**config.mk**
```make
export PLATFORM = sky130hd
export DESIGN_NAME = pll_reset_sequencer
export DESIGN_NICKNAME = d
export VERILOG_FILES = /design/src/rtl/pll_seq_pkg.sv /design/src/rtl/pll_reset_sequencer_sync_2ff.sv /design/src/rtl/pll_reset_sequencer.sv
export SDC_FILE = /design/constraint.sdc
export NUM_CORES = 1
export LEC_CHECK = 0
export BUFFER_PORTS_ARGS = -buffer_cell sky130_fd_sc_hd__buf_2
export CAP_MARGIN = 10
export CELL_PAD_IN_SITES_DETAIL_PLACEMENT = 1
export CELL_PAD_IN_SITES_GLOBAL_PLACEMENT = 1
export CORE_MARGIN = 10
export CORE_UTILIZATION = 47
export DETAILED_ROUTE_END_ITERATION = 10
export PLACE_DENSITY = 0.81
export SYNTH_ARGS = -nofsm -noshare
export SYNTH_HDL_FRONTEND = slang
export SYNTH_SLANG_ARGS = --single-unit
export TNS_END_PERCENT = 30
```
**constraint.sdc**
```tcl
create_clock -name CLK_in_100MHz -period 3.95 [get_ports CLK_in_100MHz]
set_input_delay 0.1975 -clock CLK_in_100MHz [delete_from_list [all_inputs] [get_ports CLK_in_100MHz]]
set_output_delay 0.1975 -clock CLK_in_100MHz [all_outputs]
set_load 0.005 [all_outputs]
```
**src/rtl/pll_seq_pkg.sv**
```systemverilog
// Shared types and default constants for the PLL reset sequencer.
package pll_seq_pkg;

    typedef enum logic [1:0] {
        S_PLL_RST,
        S_WAIT_LOCK,
        S_STABLE,
        S_RUN
    } pll_seq_state_t;

    localparam int unsigned DEF_PLL_RST_CYC      = 8;
    localparam int unsigned DEF_LOCK_STABLE_CYC  = 64;
    localparam int unsigned DEF_LOCK_TIMEOUT_CYC = 100000;
    localparam int unsigned DEF_RETRY_W          = 4;

    function automatic int unsigned max3(input int unsigned a,
                                         input int unsigned b,
                                         input int unsigned c);
        int unsigned m;
        m = (a > b) ? a : b;
        return (m > c) ? m : c;
    endfunction

endpackage

```
**src/rtl/pll_reset_sequencer_sync_2ff.sv**
```systemverilog
// Two-flop synchroniser for a single asynchronous level; clears to 0 on reset.
module sync_2ff (
    input  logic clk,
    input  logic reset,
    input  logic d,
    output logic q
);

    logic meta;

    always_ff @(posedge clk) begin
        if (reset) begin
            meta <= 1'b0;
            q    <= 1'b0;
        end else begin
            // NOTE: non-blocking assignments are what make this two stages; blocking would collapse it to one.
            meta <= d;
            q    <= meta;
        end
    end

endmodule

```
**src/rtl/pll_reset_sequencer.sv**
```systemverilog
// Pulses the PLL reset, qualifies lock, then releases the system reset; re-runs on loss of lock.
// Optional lock-wait timeout with retry counting is enabled by defining PLL_LOCK_TIMEOUT_EN.
module pll_reset_sequencer
    import pll_seq_pkg::*;
#(
    parameter int unsigned PLL_RST_CYC      = DEF_PLL_RST_CYC,
    parameter int unsigned LOCK_STABLE_CYC  = DEF_LOCK_STABLE_CYC,
    parameter int unsigned LOCK_TIMEOUT_CYC = DEF_LOCK_TIMEOUT_CYC,
    parameter int unsigned RETRY_W          = DEF_RETRY_W
) (
    input  logic               CLK_in_100MHz,
    input  logic               reset,
    input  logic               pll_locked_in,
    input  logic               lock_lost_clr,
    output logic               pll_reset_out,
    output logic               rst_sys_out,
    output logic               ready,
    output logic               lock_lost,
    output logic [RETRY_W-1:0] retry_cnt
);

    localparam int unsigned CNT_W =
        $clog2(max3(PLL_RST_CYC, LOCK_STABLE_CYC, LOCK_TIMEOUT_CYC) + 1);

    localparam logic [CNT_W-1:0] RST_LAST    = CNT_W'(PLL_RST_CYC - 1);
    localparam logic [CNT_W-1:0] STABLE_LAST = CNT_W'(LOCK_STABLE_CYC - 1);
    localparam logic [CNT_W-1:0] CNT_MAX     = '1;
    localparam logic [CNT_W-1:0] CNT_ONE     = CNT_W'(1);

    pll_seq_state_t   state;
    logic [CNT_W-1:0] cnt;
    logic             lock_s;
    logic             timeout_hit;

    sync_2ff u_lock_sync (
        .clk   (CLK_in_100MHz),
        .reset (reset),
        .d     (pll_locked_in),
        .q     (lock_s)
    );

`ifdef PLL_LOCK_TIMEOUT_EN
    localparam logic [CNT_W-1:0] TIMEOUT_LAST = CNT_W'(LOCK_TIMEOUT_CYC - 1);

    // A lock seen on the timeout cycle wins; the FSM checks lock_s first.
    assign timeout_hit = (state == S_WAIT_LOCK) && !lock_s && (cnt == TIMEOUT_LAST);

    always_ff @(posedge CLK_in_100MHz) begin
        if (reset) begin
            retry_cnt <= '0;
        end else if (timeout_hit && (retry_cnt != '1)) begin
            retry_cnt <= retry_cnt + RETRY_W'(1);
        end
    end
`else
    assign timeout_hit = 1'b0;
    assign retry_cnt   = '0;
`endif

    // Outputs are loaded alongside the state so they move on the same edge as it does.
    always_ff @(posedge CLK_in_100MHz) begin
        if (reset) begin
            state         <= S_PLL_RST;
            cnt           <= '0;
            pll_reset_out <= 1'b1;
            rst_sys_out   <= 1'b1;
            ready         <= 1'b0;
            lock_lost     <= 1'b0;
        end else begin
            // NOTE: the later non-blocking write wins, so a lock-loss set below overrides this clear.
            if (lock_lost_clr) begin
                lock_lost <= 1'b0;
            end

            case (state)
                S_PLL_RST: begin
                    if (cnt == RST_LAST) begin
                        state         <= S_WAIT_LOCK;
                        cnt           <= '0;
                        pll_reset_out <= 1'b0;
                    end else begin
                        cnt <= cnt + CNT_ONE;
                    end
                end

                S_WAIT_LOCK: begin
                    if (lock_s) begin
                        state <= S_STABLE;
                        cnt   <= '0;
                    end else if (timeout_hit) begin
                        state         <= S_PLL_RST;
                        cnt           <= '0;
                        pll_reset_out <= 1'b1;
                    end else if (cnt != CNT_MAX) begin
                        // Without a timeout the wait is unbounded, so the count saturates.
                        cnt <= cnt + CNT_ONE;
                    end
                end

                S_STABLE: begin
                    if (!lock_s) begin
                        state <= S_WAIT_LOCK;
                        cnt   <= '0;
                    end else if (cnt == STABLE_LAST) begin
                        state       <= S_RUN;
                        cnt         <= '0;
                        rst_sys_out <= 1'b0;
                        ready       <= 1'b1;
                    end else begin
                        cnt <= cnt + CNT_ONE;
                    end
                end

                S_RUN: begin
                    // Lock loss only re-qualifies; the PLL itself is reset only on timeout.
                    if (!lock_s) begin
                        state       <= S_WAIT_LOCK;
                        cnt         <= '0;
                        rst_sys_out <= 1'b1;
                        ready       <= 1'b0;
                        lock_lost   <= 1'b1;
                    end
                end

                default: begin
                    state <= S_PLL_RST;
                    cnt   <= '0;
                end
            endcase
        end
    end

endmodule

```
==> impl_metrics.yaml, run 1 <==
route:
  post_drt_wl_per_cell_um: 15.3
  totalWireLength_um: 2880
  detail-route-antenna-nets: 0
  first_iter_violations: 40
  vias_per_cell: 5.38
  num_vias: 1012
  drc_errors: 0
  firstDrtPassIters: 4
critical_path:
  cp_max_fo: 5
  critPathKind: "register to register"
  r2r_slack_ns: 1.36
  critPathBufInv: 0
  cp-start-kind: "register"
  critPathSlowestCell: "nor4_1"
  end_kind: "register"
  worstPathRequired_ns: 4.17
  worstPathCellList: "nand2_1 -> nor4_1 -> nand3_1 -> nor2_1 -> ha_1 -> nand3b_1 -> and4_1 -> nand2_1 -> xor2_1 -> nor2_2"
  cpMostUsedCell: "nand2_1"
  cpPeakStageDelay_ns: 0.61
  arrival_ns: 2.80
  crit_family: "simple AND/OR/NAND/NOR gates"
layout:
  fillers: 328
  layout.cells.non_filler: 188
  nets: 170
  syn_to_final_growth_pct: 4.69
  post_route_cells_drive_above_1_share_pct: 18.5
  diodes: 0
status:
  status: "finished, final reports clean"
clock_tree:
  cts_tree: "done"
  cts_buffers: 3
  clk_latency_ns: 0.33
  cts_buffer_depth: 2
  cts_resized: 0
  htree_num_levels: 1
  post_cts_buffers: 0
  postCtsHoldBufs: 0
  clock-sinks: 25
  path_clk_slew_ns: 0.14
  cts_root_buffer: "clkbuf_4"
die:
  die_h_um: 73.3
  start_util_pct: 48.8
  die_area_mm2: 0.00537
  fp.dieW_um: 73.3
  ios: 12
  core_area_mm2: 0.00273
  std_cell_rows: 19
sta:
  drv_slew: 0
  fmax_mhz: 387
  tightest_slew_ns: 0.891
  finClkSkew_ns: 0.00444
  setup_viol_count_final: 0
  setup_tns_ns: 0
  hold_viol_final: 0
  fin_crit_sh_pct: 65.5
  relSlewSlack_pct: 40.6
  layout_min_cycle_time_ns: 2.59
  rsz0062_at_grt: "no"
yosys:
  syn_inst: 149
  yosysUniqueCellTypes: 36
  syn_area_mm2: 0.00134
  ys_seq_area_share_pct: 37.5
  yosysTopAreaCell: "dfxtp_1"
  syn_area_per_cell_um2: 8.96
  synth.top_cell.area_share_pct: 37.5
  synth_ff_type: "dfxtp_1"
  synth-seq-cells: 25
  synth_edf_count: 0
  ys_async_sr_fraction_pct: 0
  yosys_warnings: 0
  synth_area_leaders: "dfxtp_1, ha_1, xor2_1, nand2_1, nor2_2"
global_route:
  grt_pass1_wl_um: 4930
  grt_pass1_vias: 1097
  grt_max_degree: 18
  antenna_found_initial: 0
  track_usage_pct: 11.6
  gr-total-overflow: 0
place:
  gp_congestion: 0.748
  dp.cells: 184
  port_buffers: 7
  hpwl_um: 2270
power_and_ir_drop:
  powerDensity_mw_per_mm2: 386
  leakage_nw: 0.500
  ir_worst_vdd_mv: 0.302
worst_hold_path:
  hold_path.class: "input port to register"
flow_run:
  maxCapViolCount: 0
-- Yosys cell counts (all sizes together) (2+ instances only) --
cell type  count
nand2b         3
inv            3
buf            5
a21oi          8
xnor2          5
and3           4
nor2b          3
ha             8
nor2          22
a21o           2
xor2          10
nand4          4
dfxtp         25
and2           2
nor4           5
nor3           3
nand2         19
nand3          6
-- power by group --
| group | total [W] | switching, W | internal (W) |
|---|---|---|---|
| clock network | 0.000120 | 0.0000799 | 0.0000398 |
| registers | 0.000288 | 0.0000186 | 0.000269 |
| logic | 0.000131 | 0.0000794 | 0.0000519 |
| total | 0.000539 | 0.000178 | 0.000361 |
-- cell families after synthesis --
| logic type | synth area share [%] |
|---|---|
| buf+inv | 4.50 |
| simple gates | 29.4 |
| compound gates | 9.37 |
| other cells | 0.281 |
| fa+ha+maj | 7.50 |
| mux | 1.59 |
| flops | 37.5 |
| xor+xnor | 9.84 |
-- area by class of cell --
| cell class | count | area (um2) | area share (%) |
|---|---|---|---|
| inverters | 3 | 11.3 | 0.806 |
| flip-flops and latches | 25 | 500 | 35.8 |
| multi-input cells | 118 | 786 | 56.2 |
| repair buffers | 7 | 35.0 | 2.51 |
| clock buffers | 4 | 26.3 | 1.88 |
| well taps | 31 | 38.8 | 2.78 |
-- routing by layer --
layer  vias up  share of wire [%]  GRT usage, %
li1        510                  -             -
met1       486                 42          11.3
met2        11                 52          21.5
met3         5                3.4          2.96
met4         0                2.2          6.83
met5         -                  0             0
-- state kept, by name, summed over array words and instances (netlist names) --
register          cells
cnt                  17
state                 2
lock_lost             1
pll_reset_out         1
ready                 1
rst_sys_out           1
u_lock_sync.meta      1
u_lock_sync.q         1
-- final timing paths --
check | from | endpoint | cells after the start
min reg2reg | u_lock_sync.meta$_SDFF_PP0_ | u_lock_sync.q$_SDFF_PP0_ | 1
min | pll_locked_in | u_lock_sync.meta$_SDFF_PP0_ | 2
max | cnt[6]$_SDFFE_PP0P_ | cnt[9]$_SDFFE_PP0P_ | 10
max reg2reg | cnt[6]$_SDFFE_PP0P_ | cnt[9]$_SDFFE_PP0P_ | 10
-- cell usage in the layout (no fill, tap or decap), drive strengths merged, types with 4 or more instances in the layout --
cell    count
dfxtp      25
nor2       22
nand2      19
xor2       10
ha          8
a21oi       8
buf         7
nand3       6
xnor2       5
nor4        5
nand4       4
conb        4
and3        4
clkbuf      4
-- per-stage QoR --
step | util [%] | hold WS (ns) | power, W | instance area (um2) | worst slack, ns
after global placement | 50.2 | 0.414 | 0.000417 | 1370 | 1.52
after CTS | 51.1 | 0.0678 | 0.000545 | 1400 | 1.35
after detailed placement | 50.2 | 0.426 | 0.000426 | 1370 | 1.37
after floorplan | - | 0.326 | 0.000408 | 1350 | 1.87
final | 51.1 | 0.0712 | 0.000539 | 1400 | 1.36
after global routing | 51.1 | 0.0703 | 0.000570 | 1400 | 1.09
Power figures use the tool's default switching activity.
==> run 2: changes to the inputs <==
--- a/config.mk
+++ b/config.mk
@@ -10,9 +10,9 @@
 export CELL_PAD_IN_SITES_DETAIL_PLACEMENT = 1
 export CELL_PAD_IN_SITES_GLOBAL_PLACEMENT = 1
 export CORE_MARGIN = 10
-export CORE_UTILIZATION = 47
+export CORE_UTILIZATION = 44
 export DETAILED_ROUTE_END_ITERATION = 10
-export PLACE_DENSITY = 0.81
+export PLACE_DENSITY = 0.76
 export SYNTH_ARGS = -nofsm -noshare
 export SYNTH_HDL_FRONTEND = slang
 export SYNTH_SLANG_ARGS = --single-unit
==> constraint.sdc (replaced) <==
create_clock -name CLK_in_100MHz -period 2.6 [get_ports CLK_in_100MHz]
set_input_delay 0.13 -clock CLK_in_100MHz [delete_from_list [all_inputs] [get_ports CLK_in_100MHz]]
set_output_delay 0.13 -clock CLK_in_100MHz [all_outputs]
set_load 0.005 [all_outputs]
==> impl_metrics.yaml, run 2 (synthesized netlist as in run 1, its figures left out) <==
route:
  firstDrtPassIters: 4
  wl_met3_um: 123
  num_vias: 1034
  wl_met1_um: 1230
  post_drt_wl_per_cell_um: 15.0
  wl_met2_um: 1500
  vias_per_cell: 5.41
  maxUsedRoutingLayer: "met4"
  totalWireLength_um: 2870
  detail-route-antenna-nets: 0
  first_iter_violations: 66
  drc_errors: 0
clock_tree:
  postCtsHoldBufs: 0
  cts_resized: 0
  post_cts_buffers: 0
  clock-sinks: 25
  htree_num_levels: 1
  cts_buffer_depth: 2
  clk_latency_ns: 0.32
  cts_buffers: 3
  cts_root_buffer: "clkbuf_4"
  path_clk_slew_ns: 0.14
  cts_tree: "done"
die:
  std_cell_rows: 19
  ios: 12
  die_h_um: 75.1
  start_util_pct: 47.2
  fp.dieW_um: 75.1
  core_area_mm2: 0.00283
  die_area_mm2: 0.00564
sta:
  finClkSkew_ns: 0.00353
  layout_min_cycle_time_ns: 2.27
  setup_slack_ns: 0.328
  setup_viol_count_final: 0
  rsz0062_at_grt: "no"
  drv_slew: 0
  fin_crit_sh_pct: 87.4
  fmax_mhz: 440
  hold_ws_ns: 0.0188
  hold_viol_final: 0
  setup_tns_ns: 0
power_and_ir_drop:
  powerDensity_mw_per_mm2: 587
  ir_worst_vdd_mv: 0.307
  power_w: 0.000834
  leakage_nw: 0.518
global_route:
  track_usage_pct: 11.0
  grt_pass1_vias: 1093
  grt_pass1_wl_um: 4840
  antenna_found_initial: 0
  gr-total-overflow: 0
  grt_max_degree: 15
place:
  hpwl_um: 2340
  port_buffers: 7
  gp_congestion: 0.819
  post-place-ws_ns: 0.345
layout:
  post_route_cells_drive_above_1_share_pct: 20.6
  top_register: "cnt"
  largest_reg_flops: 17
  diodes: 0
  nets: 173
  top_regs: "cnt: 17 flops, state: 2 flops"
  final_cell_mix: "dfxtp_1, nand2_1, nor2_1"
  syn_to_final_growth_pct: 6.47
  layout_commonest_cell: "dfxtp_1"
critical_path:
  end_kind: "register"
  r2r_slack_ns: 0.33
  cp-start-kind: "register"
  cpMostUsedCell: "buf_4"
  worstPathCellList: "nand2_1 -> nor4_1 -> buf_4 -> nand3_1 -> nor2_1 -> ha_1 -> a21oi_2 -> a41oi_2 -> o31ai_4 -> buf_4 -> a21oi_1"
  worstPathRequired_ns: 2.87
  critPathKind: "register to register"
  critPathSlowestCell: "dfxtp_1"
  crit_family: "compound AO/OA/AOI/OAI gates"
  critPathBufInv: 2
  arrival_ns: 2.54
  cp_max_fo: 10
  cpPeakStageDelay_ns: 0.45
status:
  status: "finished, final reports clean"
worst_hold_path:
  hold_path.class: "input port to register"
flow_run:
  maxCapViolCount: 0
## run 2: cell types whose count changed in the layout (fill, tap and decap cells not counted), sizes merged
cell / previous run / this run
clkbuf: 4 / 3
clkinv: 0 / 1
buf: 7 / 10
## run 2: worst reg2reg max path, stage by stage, from the launching register on
cell and delay, ns:
dfxtp_1 0.45, nand2_1 0.10, nor4_1 0.26, buf_4 0.17
nand3_1 0.08, nor2_1 0.12, ha_1 0.20, a21oi_2 0.14
a41oi_2 0.27, o31ai_4 0.12, buf_4 0.20, a21oi_1 0.12
## run 2: layout make-up
cell class                 count  area [um2]
inverter                       3        11.3
timing repair buffer          10        57.6
multi-input combinational    118         786
sequential                    25         500
fill                         361        1410
tap                           31        38.8
clock buffer                   3        22.5
clock inverter                 1        5.00
## run 2: final timing paths
check / startpoint / end / cells after the start
worst max-delay path: cnt[8]$_SDFFE_PP0P_ / cnt[16]$_SDFFE_PP0P_ / 11
worst max register to register: cnt[8]$_SDFFE_PP0P_ / cnt[16]$_SDFFE_PP0P_ / 11
worst min-delay path: pll_locked_in / u_lock_sync.meta$_SDFF_PP0_ / 2
worst min register to register: u_lock_sync.meta$_SDFF_PP0_ / u_lock_sync.q$_SDFF_PP0_ / 1
## run 2: routing by layer
metal  vias up  GRT usage (%)
met1       501           11.9
met4         0           2.94
met3         2           3.68
li1        516              -
met2        15           19.9
met5         -              0
## run 2: where the power goes
group / internal, W / switching (W)
Combinational: 0.0000905 / 0.000131
Sequential: 0.000409 / 0.0000260
Clock: 0.0000578 / 0.000120
Total: 0.000558 / 0.000277
## run 2: stage by stage
step | cell area, um2 | utilization, % | instances
6_report | 1420 | 50.2 | 191
5_1_grt | 1420 | 50.2 | 191
4_1_cts | 1420 | 50.2 | 191
3_5_place_dp | 1390 | 49.3 | 187
3_3_place_gp | 1390 | 49.3 | 187
2_1_floorplan | 1350 | - | 152
